### src/rtl/serial_word_rx_if.sv
`default_nettype none
// ============================================================================
// Module   : serial_word_rx_if
// Purpose  : Bundles the serial input side (in_valid/start/A/sel) and the
//            parallel valid/ready output side of serial_word_rx.
// Ports    : master - producer of serial bits and consumer of words
//                     (drives in_valid, start, A, sel, out_ready)
//            slave  - the receiver (drives out_data, out_valid, neg_ovf,
//                     overrun)
// Revision : 1.0 - initial release
// ============================================================================
interface serial_word_rx_if #(
  parameter int WIDTH = 8
);
  logic             in_valid;
  logic             start;
  logic             A;
  logic             sel;
  logic             out_ready;
  logic [WIDTH-1:0] out_data;
  logic             out_valid;
  logic             neg_ovf;
  logic             overrun;

  modport master (
    output in_valid, start, A, sel, out_ready,
    input  out_data, out_valid, neg_ovf, overrun
  );

  modport slave (
    input  in_valid, start, A, sel, out_ready,
    output out_data, out_valid, neg_ovf, overrun
  );
endinterface
`default_nettype wire

### src/rtl/serial_word_rx.sv
`default_nettype none
// ============================================================================
// Module   : serial_word_rx
// Purpose  : Receives a WIDTH-bit frame LSB first, one bit per accepted
//            cycle, optionally two's-complementing it on the fly, and offers
//            the assembled word on a valid/ready handshake.
// Ports    : clk  - system clock, rising edge
//            rst  - synchronous active-high reset
//            bus  - serial_word_rx_if.slave:
//                   in_valid/start/A/sel  serial input (sel sampled with start)
//                   out_ready             downstream accepts the word
//                   out_data/out_valid    assembled word and its valid
//                   neg_ovf               most-negative value was negated
//                   overrun               sticky: bit arrived while word held
// Revision : 1.0 - initial release
// ============================================================================
module serial_word_rx #(
  parameter int WIDTH = 8
) (
  input  logic            clk,
  input  logic            rst,
  serial_word_rx_if.slave bus
);

  // Bit counter only ever holds 0..WIDTH-1: the WIDTH-th bit completes the
  // frame and resets it, so $clog2(WIDTH) bits suffice.
  localparam int CW = (WIDTH > 2) ? $clog2(WIDTH) : 1;
  localparam logic [CW-1:0] LAST_IDX = CW'(WIDTH - 1);

  typedef enum logic [1:0] {
    IDLE  = 2'd0,
    SHIFT = 2'd1,
    HOLD  = 2'd2
  } state_t;

  state_t           state_q, state_d;
  logic [WIDTH-1:0] data_q,  data_d;
  logic             valid_q, valid_d;
  logic             neg_q,   neg_d;
  logic             ovr_q,   ovr_d;
  logic [CW-1:0]    count_q, count_d;
  logic             seen_q,  seen_d;
  logic             sel_q,   sel_d;

  // Per-cycle decode of what happens to the incoming bit.
  logic take_start;   // bit is accepted as bit 0 of a new frame
  logic take_bit;     // bit is accepted as a continuation bit
  logic eff_sel;      // sel in force for this bit
  logic eff_seen;     // "a 1 was already seen" in force for this bit
  logic bit_b;        // transformed bit shifted into the word

  always_ff @(posedge clk) begin
    if (rst) begin
      state_q <= IDLE;
      data_q  <= '0;
      valid_q <= 1'b0;
      neg_q   <= 1'b0;
      ovr_q   <= 1'b0;
      count_q <= '0;
      seen_q  <= 1'b0;
      sel_q   <= 1'b0;
    end else begin
      state_q <= state_d;
      data_q  <= data_d;
      valid_q <= valid_d;
      neg_q   <= neg_d;
      ovr_q   <= ovr_d;
      count_q <= count_d;
      seen_q  <= seen_d;
      sel_q   <= sel_d;
    end
  end

  always_comb begin
    state_d    = state_q;
    data_d     = data_q;
    valid_d    = valid_q;
    neg_d      = neg_q;
    ovr_d      = ovr_q;
    count_d    = count_q;
    seen_d     = seen_q;
    sel_d      = sel_q;
    take_start = 1'b0;
    take_bit   = 1'b0;

    case (state_q)
      IDLE: begin
        // Stray bits without a start marker are silently ignored.
        if (bus.in_valid && bus.start) begin
          take_start = 1'b1;
        end
      end

      SHIFT: begin
        // A start mid-frame abandons the partial frame; the stale bits in
        // data_q are flushed by the WIDTH shifts of the new frame.
        if (bus.in_valid) begin
          if (bus.start) begin
            take_start = 1'b1;
          end else begin
            take_bit = 1'b1;
          end
        end
      end

      HOLD: begin
        if (valid_q && bus.out_ready) begin
          valid_d = 1'b0;
          neg_d   = 1'b0;
          state_d = IDLE;
          // Zero-bubble: a start on the handshake edge opens the next frame.
          if (bus.in_valid && bus.start) begin
            take_start = 1'b1;
          end
        end else if (bus.in_valid) begin
          ovr_d = 1'b1;
        end
      end

      default: begin
        state_d = IDLE;
      end
    endcase

    // Serial two's complement: copy bits up to and including the first 1,
    // invert every bit after it. The start bit always sees an empty history.
    eff_sel  = take_start ? bus.sel : sel_q;
    eff_seen = take_start ? 1'b0    : seen_q;
    bit_b    = (eff_sel && eff_seen) ? ~bus.A : bus.A;

    if (take_start || take_bit) begin
      data_d = {bit_b, data_q[WIDTH-1:1]};
      seen_d = eff_seen | bus.A;
    end

    if (take_start) begin
      sel_d   = bus.sel;
      count_d = CW'(1);
      state_d = SHIFT;
    end

    if (take_bit) begin
      if (count_q == LAST_IDX) begin
        state_d = HOLD;
        valid_d = 1'b1;
        count_d = '0;
        // seen_q here covers bits 0..WIDTH-2 exactly, so no 1 before and a
        // 1 now means the raw frame was the most-negative value.
        neg_d   = sel_q & ~seen_q & bus.A;
      end else begin
        count_d = count_q + CW'(1);
      end
    end
  end

  assign bus.out_data  = data_q;
  assign bus.out_valid = valid_q;
  assign bus.neg_ovf   = neg_q;
  assign bus.overrun   = ovr_q;

endmodule
`default_nettype wire

### src/flat_wrapper.sv
// flat-port wrapper written by rule: the top's interface ports become plain ports
module serial_word_rx_flat 
#(
  parameter int WIDTH = 8
)
  (clk, rst, bus_in_valid, bus_start, bus_A, bus_sel, bus_out_ready, bus_out_data, bus_out_valid, bus_neg_ovf, bus_overrun);
  serial_word_rx_if #(.WIDTH(WIDTH)) bus_i ();
  input  logic clk;
  input  logic rst;
  input wire logic [$bits(bus_i.in_valid)-1:0] bus_in_valid;
  input wire logic [$bits(bus_i.start)-1:0] bus_start;
  input wire logic [$bits(bus_i.A)-1:0] bus_A;
  input wire logic [$bits(bus_i.sel)-1:0] bus_sel;
  input wire logic [$bits(bus_i.out_ready)-1:0] bus_out_ready;
  output wire logic [$bits(bus_i.out_data)-1:0] bus_out_data;
  output wire logic [$bits(bus_i.out_valid)-1:0] bus_out_valid;
  output wire logic [$bits(bus_i.neg_ovf)-1:0] bus_neg_ovf;
  output wire logic [$bits(bus_i.overrun)-1:0] bus_overrun;
  assign bus_i.in_valid = bus_in_valid;
  assign bus_i.start = bus_start;
  assign bus_i.A = bus_A;
  assign bus_i.sel = bus_sel;
  assign bus_i.out_ready = bus_out_ready;
  assign bus_out_data = bus_i.out_data;
  assign bus_out_valid = bus_i.out_valid;
  assign bus_neg_ovf = bus_i.neg_ovf;
  assign bus_overrun = bus_i.overrun;
  serial_word_rx #(.WIDTH(WIDTH)) u_core (.clk(clk), .rst(rst), .bus(bus_i));
endmodule
### config.mk
export PLATFORM = sky130hd
export DESIGN_NAME = serial_word_rx_flat
export DESIGN_NICKNAME = d
export VERILOG_FILES = /design/src/rtl/serial_word_rx_if.sv /design/src/rtl/serial_word_rx.sv /design/src/flat_wrapper.sv
export SDC_FILE = /design/constraint.sdc
export NUM_CORES = 1
export LEC_CHECK = 0
export CORE_MARGIN = 8
export CORE_UTILIZATION = 40
export CTS_BUF_LIST = sky130_fd_sc_hd__clkbuf_4 sky130_fd_sc_hd__clkbuf_8
export DETAILED_ROUTE_END_ITERATION = 12
export PLACE_DENSITY_LB_ADDON = 0.2
export SYNTH_ARGS = -nofsm -noshare
export SYNTH_HDL_FRONTEND = slang
export SYNTH_SLANG_ARGS = --single-unit
### constraint.sdc
create_clock -name clk -period 3.5 [get_ports clk]
set_clock_uncertainty 0.05 [all_clocks]
set_input_delay 0.525 -clock clk [delete_from_list [all_inputs] [get_ports clk]]
set_output_delay 0.525 -clock clk [all_outputs]
set_load 0.02 [all_outputs]
### Word level (Yosys, flattened, before mapping)

Cells that the tools add are included.

* add/subtract/negate cells: 1
* equal/unequal tests: 3
* multiplexer cells: 27
* bitwise gates (word level): 6
* reductions and logical operators: 8

Operators with widths (count)
* $mux 1: 18
* $mux 3: 3
* $mux 2: 4
* $pmux 2 s2: 1
* $add 3x1->3 const B: 1
* $eq 3x3->1 const B: 1
* $logic_and 1x1->1: 3
* $not 1->1: 3
* $pmux 1 s3: 1
* $reduce_and 3->1: 1
* $and 1x1->1: 2
* $eq 2x1->1 const B: 1
* $eq 2x2->1 const B: 1
* $logic_not 2->1: 1
* $reduce_bool 2->1: 1
* $reduce_or 2->1: 1
* $logic_or 1x1->1: 1
* $or 1x1->1: 1

* bits in registers: 18
* bits of input ports: 7
* output and inout bits: 11

### Logic depth before layout (Yosys ltp)

* word-level depth: 7
* gate-level depth with buffers: 5
* gate-level depth less buffers: 5

### Worst setup path after synthesis

No wires, ideal clock.

* kind: input to register
* start: input port bus_start
* end: register u_core.neg_q, in the netlist u_core.bus.neg_ovf
* data arrival time: 1.399 ns
* data required time: 3.380 ns
* path slack: 1.981 ns
* cell stages on the path: 5
* path through: and4bb_1 -> buf_6 -> nand2_4 -> or3_1 -> a21oi_1

* cells in the longest elaborated chain, start to end: 4

RTL lines
* start: declaration: RTL line flat_wrapper.sv:11 `input wire logic [$bits(bus_i.start)-1:0] bus_start;`
* $mux 1: RTL line serial_word_rx.sv:98 `if (bus.start) begin`
* $mux 1: RTL line serial_word_rx.sv:97 `if (bus.in_valid) begin`
* $mux 1: RTL line serial_word_rx.sv:86 `case (state_q)`
* $mux 1: RTL line serial_word_rx.sv:142 `if (take_bit) begin`
* end signal: assignment: RTL line serial_word_rx.sv:66 `neg_q <= neg_d;`
* end: declaration: RTL line serial_word_rx.sv:39 `logic neg_q, neg_d;`

No other way between the ends.
A chain may end at the register's enable or synchronous reset.

### Worst setup path after layout

* start: input port bus_in_valid
* end: register u_core.data_q[7], in the netlist u_core.bus.out_data[7]

* cells in the longest elaborated chain, start to end: 7
* elaborated cells between the ends (all ways): 12

RTL lines
* start: declaration: RTL line flat_wrapper.sv:10 `input wire logic [$bits(bus_i.in_valid)-1:0] bus_in_valid;`
* $logic_and 1x1->1: RTL line serial_word_rx.sv:89, serial_word_rx.sv:112
* $mux 1: RTL line serial_word_rx.sv:89, serial_word_rx.sv:112
* $mux 1: RTL line serial_word_rx.sv:107 `if (valid_q && bus.out_ready) begin`
* $pmux 1 s3: RTL line serial_word_rx.sv:86
* $mux 1, on equally long branches
* $logic_and 1x1->1: RTL line serial_word_rx.sv:129 `bit_b = (eff_sel && eff_seen) ? ~bus.A : bus.A;`
* $mux 1: RTL line serial_word_rx.sv:129
* end signal: assignment: RTL line serial_word_rx.sv:64 `data_q <= data_d;`
* end: declaration: RTL line serial_word_rx.sv:37 `logic [WIDTH-1:0] data_q, data_d;`

Parallel ways exist; a longest one is shown, timed or not.

==> impl_metrics.tcl <==
set metrics [dict create \
    status "finished clean" \
    cts_tree "done" \
    timing.final.crit_period_ps 1890 \
    drt_first_iter_violations 9 \
    drive_above_1_share_pct 7.29 \
    yosysSeqAreaShare_pct 47.7 \
    dieWidth_um 59.5 \
    postRouteAntennaNets 0 \
    viasPerCell 4.88 \
    diodes 0 \
    setup_viol 0 \
    path_buf_inv 1 \
    fin_setup_tns_ps 0 \
    r2r_start "u_core.state_q[0]" \
    netlist_area_sq_um 756 \
    critPathSlowestCell "clkdlybuf4s50_1" \
    cts_buffers 3 \
    p_int_mw 0.288 \
    hpwl_um 1050 \
    antenna_found_initial 0 \
    clk_pin_slew_ps 100 \
    synthDistinctLibCells 26 \
    gp_congestion 0.775 \
    p_switching_mw 0.0807 \
    fill_cells 173 \
    switching_share_pct 21.9 \
    fp.dieH_um 59.5 \
    cts_root_buf "clkbuf_4" \
    rr_worst_depth 4 \
    worstHoldEndpoint "u_core.count_q[1]" \
    grt_util_all_layers_pct 8.89 \
    final_nets 106 \
    htree_levels 1 \
    rsz0062_at_grt "false" \
    p_seq_share_pct 57.6 \
    syn_to_final_growth_pct 29.0 \
    hold_depth 2 \
    synthesis.instances 78 \
    hold_start "u_core.count_q[1]" \
    port_buffers 17 \
    hold_class "reg -> reg" \
    worstPathArrival_ps 2050 \
    num_io_pins 18 \
    reg2reg_setup_slack_ps 1930 \
    fp-row-count 15 \
    worst-path-stages 5 \
    crit_type "in -> reg" \
    die_area_sq_mm 0.00354 \
    clock.fmax_ghz 0.530 \
    hold_viol_final 0 \
    route.detailed.drc 0 \
    placed_cell_area_sq_um 938 \
    final_util_pct 55.8 \
    clock-sinks 18 \
    finalPower_mw 0.369 \
    synth_seq_cells 18 \
    synth_warnings 0 \
    critPathLaunchType "input pin" \
    syn_nets 87 \
    maxSlewViolCount 0 \
    cp_cell_sequence "clkdlybuf4s50_1 -> and4bb_1 -> nand3_1 -> or2_2 -> a31oi_1" \
    core_sq_mm 0.00175 \
    grt_pass1_vias 545 \
    cp-end-kind "flip-flop" \
    grt_pass1_wl_um 2440 \
    max_stage_delay_ps 520 \
    dr_total_vias 591 \
    cts_setup_buffers 0 \
    finalInstanceArea_sq_um 975 \
    critPathTopFamily "simple AND/OR/NAND/NOR gates" \
    tightest_slew_ps 631 \
    cts.path.max_buffers 2 \
    ir_drop_mv 0.248 \
    worstReg2RegEnd "u_core.bus.out_data[7]" \
    fin_crit_sh_pct 53.9 \
    clkPwrFrac_pct 34.0 \
    grt_max_degree 19 \
    pwr_density_cell_mw_per_mm2 378 \
    cts-hold-fix-buffers 0 \
    relSlewSlack_pct 57.8 \
    cp.required_ps 3660 \
    grt_overflow 0 \
    cts_resized 0 \
    power_frac_comb_pct 8.4 \
    cap_violations 0 \
    wire_per_inst_um 12.1 \
    clock_latency_ps 290 \
    drt_first_pass_iters 4 \
    crit_path_max_fanout 9 \
    syn_avg_cell_area_sq_um 9.69 \
    start_util_pct 43.3 \
    leakagePower_nw 0.369 \
    drt_wl_total_um 1460 \
]
[synth_stat cells]
cell type,instances,area [sq um]
a211oi_1,1,7.51
a21o_1,1,7.51
a21oi_1,5,25.0
a21oi_4,1,16.3
a221oi_1,1,8.76
a22oi_1,1,7.51
a31oi_1,2,12.5
and4bb_1,1,12.5
buf_1,1,3.75
buf_6,1,11.3
clkbuf_1,1,3.75
dfxtp_1,18,360
ha_1,2,25.0
inv_1,1,3.75
mux2i_1,8,80.1
nand2_1,8,30.0
nand2_4,1,11.3
nand3_1,2,10.0
nand3b_1,5,37.5
nor2_1,11,41.3
nor2b_1,1,6.26
o21a_1,1,7.51
o21ai_0,1,5.00
o311ai_0,1,8.76
or2_2,1,6.26
or3_1,1,6.26
[placed cells by master (no fill, tap or decap)]
| cell type | instances |
|---|---|
| nand2_4 | 1 |
| a31oi_1 | 2 |
| nand2_1 | 8 |
| nor2b_1 | 1 |
| or3_1 | 1 |
| and4bb_1 | 1 |
| a21oi_1 | 5 |
| inv_1 | 1 |
| a21o_1 | 1 |
| o311ai_0 | 1 |
| clkbuf_4 | 3 |
| nand3_1 | 2 |
| a221oi_1 | 1 |
| a211oi_1 | 1 |
| clkbuf_8 | 1 |
| a22oi_1 | 1 |
| o21ai_0 | 1 |
| dfxtp_1 | 18 |
| nand3b_1 | 5 |
| clkdlybuf4s50_1 | 17 |
| a21oi_4 | 1 |
| or2_2 | 1 |
| o21a_1 | 1 |
| ha_1 | 2 |
| nor2_1 | 11 |
| mux2i_1 | 8 |
[worst register-to-register path, delay by kind of cell (launching register included)]
family	cells	cell delay (ps)
AO/OA/AOI/OAI	1	120
flip-flops	1	420
AND/OR/NAND/NOR	3	900
[layout make-up]
class,count,area (sq um),share of cell area (%)
well taps,25,31.3,3.21
multi-input cells,56,373,38.3
flip-flops and latches,18,360,37.0
inverters,1,3.75,0.385
repair buffers,17,170,17.5
clock buffers,4,36.3,3.72
[worst max-delay path by stage]
| stage | startpoint | endpoint |
|---|---|---|
| after global placement | bus_in_valid | u_core.bus.out_data[7] |
| after global routing | bus_in_valid | u_core.bus.out_data[7] |
| after detailed placement | bus_start | u_core.bus.out_data[7] |
| after floorplan | bus_start | u_core.bus.neg_ovf |
| after CTS | bus_start | u_core.bus.out_data[7] |
| final | bus_in_valid | u_core.bus.out_data[7] |
[per-layer routing]
layer  GRT usage [%]  part of all wire [%]  vias to the layer above
met2            11.9                    41                       14
met4            6.14                   2.0                        0
met3            2.60                   5.7                        4
li1                -                     -                      312
met5               0                     0                        -
met1            11.7                    51                      261
[stage by stage]
| step | hold slack, ps | cells | setup WS (ps) |
|---|---|---|---|
| CTS | 445 | 121 | 1610 |
| floorplan | 414 | 78 | 1980 |
| finish | 445 | 121 | 1610 |
| global route | 472 | 121 | 1490 |
| detailed placement | 428 | 117 | 1320 |
| global placement | 418 | 117 | 1350 |
[sequential cells by signal, summed over array words and instances, names as in the netlist]
| register | cells |
|---|---|
| u_core.seen_q | 1 |
| u_core.bus.overrun | 1 |
| u_core.state_q | 2 |
| u_core.bus.out_valid | 1 |
| u_core.bus.out_data | 8 |
| u_core.sel_q | 1 |
| u_core.bus.neg_ovf | 1 |
| u_core.count_q | 3 |
[power by group through the flow]
stage / clock network [mW] / logic (mW) / registers [mW]
6_report: 0.125 / 0.0309 / 0.212
4_1_cts: 0.130 / 0.0312 / 0.212
3_3_place_gp: 0 / 0.0309 / 0.217
3_5_place_dp: 0 / 0.0310 / 0.217
5_1_grt: 0.138 / 0.0341 / 0.213
2_1_floorplan: 0 / 0.0180 / 0.217
[cells by family after synthesis]
group / Yosys count / synth area share, %
buffers and inverters: 4 / 2.98
AOI/OAI and AO/OA: 15 / 14.1
muxes: 8 / 10.6
adders and majority gates: 2 / 3.31
and+or+nand+nor: 31 / 21.4
DFF: 18 / 47.7
No activity file was read; power rests on OpenSTA's default activity.
